===== src/rtl/microcode_rom.sv =====
// Read-only 256 x 40-bit microcode store for the multi-cycle CPU control path.
// The control word is registered on the rising edge; reset clears it asynchronously.
module microcode_rom (
    input  logic        clk,
    input  logic        reset,
    input  logic [7:0]  address,
    output logic [39:0] data
);

    // Decode-phase no-op: skip straight back to FETCH.
    localparam logic [39:0] DecodeNop = 40'h00_0000_0010;

    logic [39:0] rom_word;

    always_comb begin
        rom_word = 40'h00_0000_0000;
        if (address < 8'd64) begin
            rom_word = DecodeNop;
        end
        case (address)
            8'd0:    rom_word = 40'h10_89A0_0010;  // reg-reg add
            8'd1:    rom_word = 40'h10_00A0_9010;  // load imm10
            8'd2:    rom_word = 40'hC4_0000_0000;  // fetch
            8'd3:    rom_word = 40'h00_0000_0000;  // null word
            8'd4:    rom_word = 40'h80_8000_1000;  // load, address phase
            8'd68:   rom_word = 40'h20_0000_0000;  // load, read phase
            8'd132:  rom_word = 40'h10_00A4_0000;  // load, writeback from MDR
            default: ;
        endcase
    end

    always_ff @(posedge clk or posedge reset) begin
        if (reset) begin
            data <= 40'h00_0000_0000;
        end else begin
            data <= rom_word;
        end
    end

endmodule


===== config.mk =====
export PLATFORM = sky130hd
export DESIGN_NAME = microcode_rom
export DESIGN_NICKNAME = d
export VERILOG_FILES = /design/src/rtl/microcode_rom.sv
export SDC_FILE = /design/constraint.sdc
export NUM_CORES = 1
export LEC_CHECK = 0
export CAP_MARGIN = 30
export CORE_MARGIN = 2
export CORE_UTILIZATION = 34
export CTS_BUF_LIST = sky130_fd_sc_hd__clkbuf_2
export CTS_CLUSTER_SIZE = 12
export DETAILED_ROUTE_END_ITERATION = 6
export GPL_ROUTABILITY_DRIVEN = 0
export PLACE_DENSITY = 0.92
export SLEW_MARGIN = 20
export SYNTH_ARGS = -nofsm -noshare
export SYNTH_HDL_FRONTEND = slang
export SYNTH_SLANG_ARGS = --single-unit
export TNS_END_PERCENT = 10

===== constraint.sdc =====
create_clock -name clk -period 1.1 [get_ports clk]
set_clock_uncertainty 0.2 [all_clocks]
set_input_delay 0.33 -clock clk [delete_from_list [all_inputs] [get_ports clk]]
set_output_delay 0.33 -clock clk [all_outputs]
set_load 0.01 [all_outputs]

After elaboration in Yosys (flattened, before gate mapping). Cells that the tools add are included.

Reductions and logical operators: 1. $lt $le $gt $ge: 1. Mux-type cells: 2. Eq/ne operators: 6.

Operators by type and width (number): $pmux 40 s7 (1); $eq 8x2->1 const B (2); $eq 8x1->1 const B (1); $eq 8x3->1 const B (1); $eq 8x7->1 const B (1); $eq 8x8->1 const B (1); $logic_not 8->1 (1); $lt 8x7->1 const B (1); $mux 5 (1).

Register bits after elaboration: 40. Input port bits: 10. Output and inout port bits: 40. Word-level logic and storage cells: 11.

Logic depth before layout (Yosys ltp).
Word-level depth: 3. Gate-level depth with buffers: 3. Gate-level depth less buffers: 3.

Least setup slack after synthesis. No wires, ideal clock.

Path type: input to register. From: input port address[3]. To: register data[37]. Setup time: 0.080 ns. Setup slack: -0.057 ns. Stages on the path: 3. Arrival: 0.877 ns. Required time: 0.820 ns. Buffers on the path: 0. Cell sequence: nor4_4 nand2_2 nor3b_2.

Longest elaborated chain between the ends: 2. Elaborated cells on any way between the ends: 8. Classes of those cells: eq/ne (6); mux (1); reduce/logical (1).

Ends and longest elaborated chain: start: declaration (line 6) `input logic [7:0] address,`; $eq 8x8->1, or another cell as far along (line 20) `case (address)`; $pmux 40 s7 * (line 20); named net rom_word[37] (line 13) `logic [39:0] rom_word;`; end signal: assignment (line 36) `data <= rom_word;`; end: declaration (line 7) `output logic [39:0] data`.

Mark *: on every way through the listed nets, which the timed path passes. The rest lies on a longest branch.

==> impl_metrics.tcl <==
set metrics [dict create \
    critPathMaxFanout 3 \
    syn_inst 66 \
    finalHoldViolations 0 \
    rsz0062_at_grt "true" \
    finish.utilization_pct 47.4 \
    syn_area_um2 642 \
    period_needed_ns 1.30 \
    vias 459 \
    critical_path.max_stage_delay_ns 0.39 \
    clockBufferDepth 2 \
    ys_ff_latch 10 \
    post-synth-top-area-fraction_pct 39.0 \
    hpwl_um 871 \
    top_regs "data (10)" \
    yosysWarnings 0 \
    synth-edff-count 0 \
    power_density_nw_per_um2 870 \
    synth_top_family_by_area "buffers and inverters" \
    antenna_found_initial 0 \
    synthFlopType "dfrtp_1" \
    ys_types 17 \
    endpoint_kind "primary output" \
    post-synth-top-area-cell "dfrtp_1" \
    syn-mean-instance-area_um2 9.73 \
    htree_num_levels 1 \
    ir_drop_v 0.000248 \
    grt.overflow.total 0 \
    routed_wl_um 1080 \
    grt_max_degree 11 \
    worst_ep_required_time_ns 0.57 \
    synth_fa_ha_area_share_pct 0 \
    crit_chain "buf_2" \
    start_util_pct 36.8 \
    dp_cells 117 \
    fmax_mhz 766 \
    core-area_um2 1750 \
    via_per_inst 3.79 \
    outcome "finished with violations" \
    holdWs_ns 0.133 \
    start_kind "flop" \
    critPathKind "reg2out" \
    clockRootBuffer "clkbuf_2" \
    synth_area_leaders "dfrtp_1 (39%), buf_4 (35%), nand2b_1 (3.9%), nor3b_2 (3.9%), nor4_4 (3.3%)" \
    post_synth_xor_area_fraction_pct 0 \
    drc 0 \
    io_pins 50 \
    dieArea_um2 2250 \
    setup_tns_ns -3.15 \
    drive_above_1_share_pct 41.7 \
    antenna_cells 0 \
    maxCapViolCount 0 \
    largest_register_ffs 10 \
    firstDrtPassIters 1 \
    slew_viol_final 0 \
    portBuffers 23 \
    hold_path_class "in2async" \
    synth-simple-area-share_pct 20.5 \
    cts.clk_slew.worst_paths_ns 0.09 \
    grt_usage_pct 10.4 \
    drt_iter0_drc 0 \
    fin_nets 107 \
    setup_viol 23 \
    failed_checks "setup timing" \
    wl_per_cell_um 8.90 \
    crit_arrival_ns 0.77 \
    synthTopCellsByCount "buf_4 (30), dfrtp_1 (10), nor2_1 (5), nand2b_1 (4), a21oi_1 (3)" \
    grt_pass1_wl_um 1450 \
    stdcell_count 121 \
    synth.most_common_cell "buf_4" \
    setup_slack_ns -0.205 \
    ant_nets 0 \
    cts.sinks 10 \
    top_register "data" \
    die_y_um 47.5 \
    cp_top_family "flip-flops" \
    cts_tree "built" \
    fp-row-count 15 \
    cp_slowest_cell "dfrtp_1" \
    path_buf_inv 1 \
    finalCritPeriodShare_pct 119 \
    cts_hold_buf 0 \
    fillCellCount 170 \
    cts_inserted_buffers 3 \
    yosysSeqAreaShare_pct 39.0 \
    async_flop_share_pct 100 \
    grt_pass1_vias 368 \
    power.leakage_nw 0.470 \
    synth-compound-area-share_pct 4.29 \
    die_width_um 47.5 \
    area_delta_synth_final_pct 28.8 \
    synth_mux_area_share_pct 0 \
]
==> routing by layer <==
metal / vias up / track usage (%) / wire length (um)
li1: 216 / - / -
met1: 206 / 7.71 / 308
met2: 33 / 18.4 / 587
met3: 4 / 1.13 / 117
met4: 0 / 16.7 / 63
met5: - / 0 / 0
==> how the worst max path moves through the flow <==
| stage | startpoint | endpoint | depth (start not counted) |
|---|---|---|---|
| 2_1_floorplan | address[1] | data[18] | 3 |
| 3_3_place_gp | address[1] | data[36] | 3 |
| 3_5_place_dp | address[5] | data[27] | 4 |
| 4_1_cts | data[27] | data[27] | 1 |
| 5_1_grt | data[36] | data[23] | 1 |
| 6_report | data[36] | data[21] | 1 |
==> what timing repair did <==
action	in CTS	in global routing
setup endpoints to repair	24	24
buffers inserted	0	0
gates resized for setup	76	10
pin swaps	6	4
==> cell families after synthesis <==
group                  count (synthesis)
AOI/OAI and AO/OA                      5
buffers and inverters                 31
and+or+nand+nor                       19
other                                  1
DFF                                   10
==> power breakdown <==
part           switching [W]  internal, W  leakage [nW]  total (W)
logic              0.0000929    0.0000625         0.317   0.000155
clock network       0.000114    0.0000789        0.0140   0.000193
registers        0.000000723     0.000371         0.139   0.000371
total               0.000208     0.000512         0.470   0.000719
==> per-stage QoR <==
stage	cell area (um^2)	setup WS, ns	power, W
floorplan	736	-0.0348	0.000518
global placement	832	-0.572	0.000525
detailed placement	832	-0.661	0.000529
CTS	796	-0.221	0.000724
global route	827	-0.252	0.000758
finish	827	-0.205	0.000719
==> layout by cell type, fill, tap and decap left out, types with 3 or more instances in the layout <==
master / synthesis / routed
buf_2: 0 / 15
dfrtp_1: 10 / 10
nor3b_2: 2 / 3
clkbuf_2: 0 / 3
nand2b_1: 4 / 4
buf_4: 30 / 6
nor2_1: 5 / 3
conb_1: 1 / 26
==> cell type report <==
type / instances / area (um^2) / share of cell area (%)
repair buffers: 31 / 231 / 28.0
inverters: 1 / 3.75 / 0.454
clock inverters: 1 / 3.75 / 0.454
multi-input cells: 50 / 292 / 35.2
flip-flops and latches: 10 / 250 / 30.3
well taps: 25 / 31.3 / 3.78
clock buffers: 3 / 15.0 / 1.82
(Power assumes the default switching activity.)
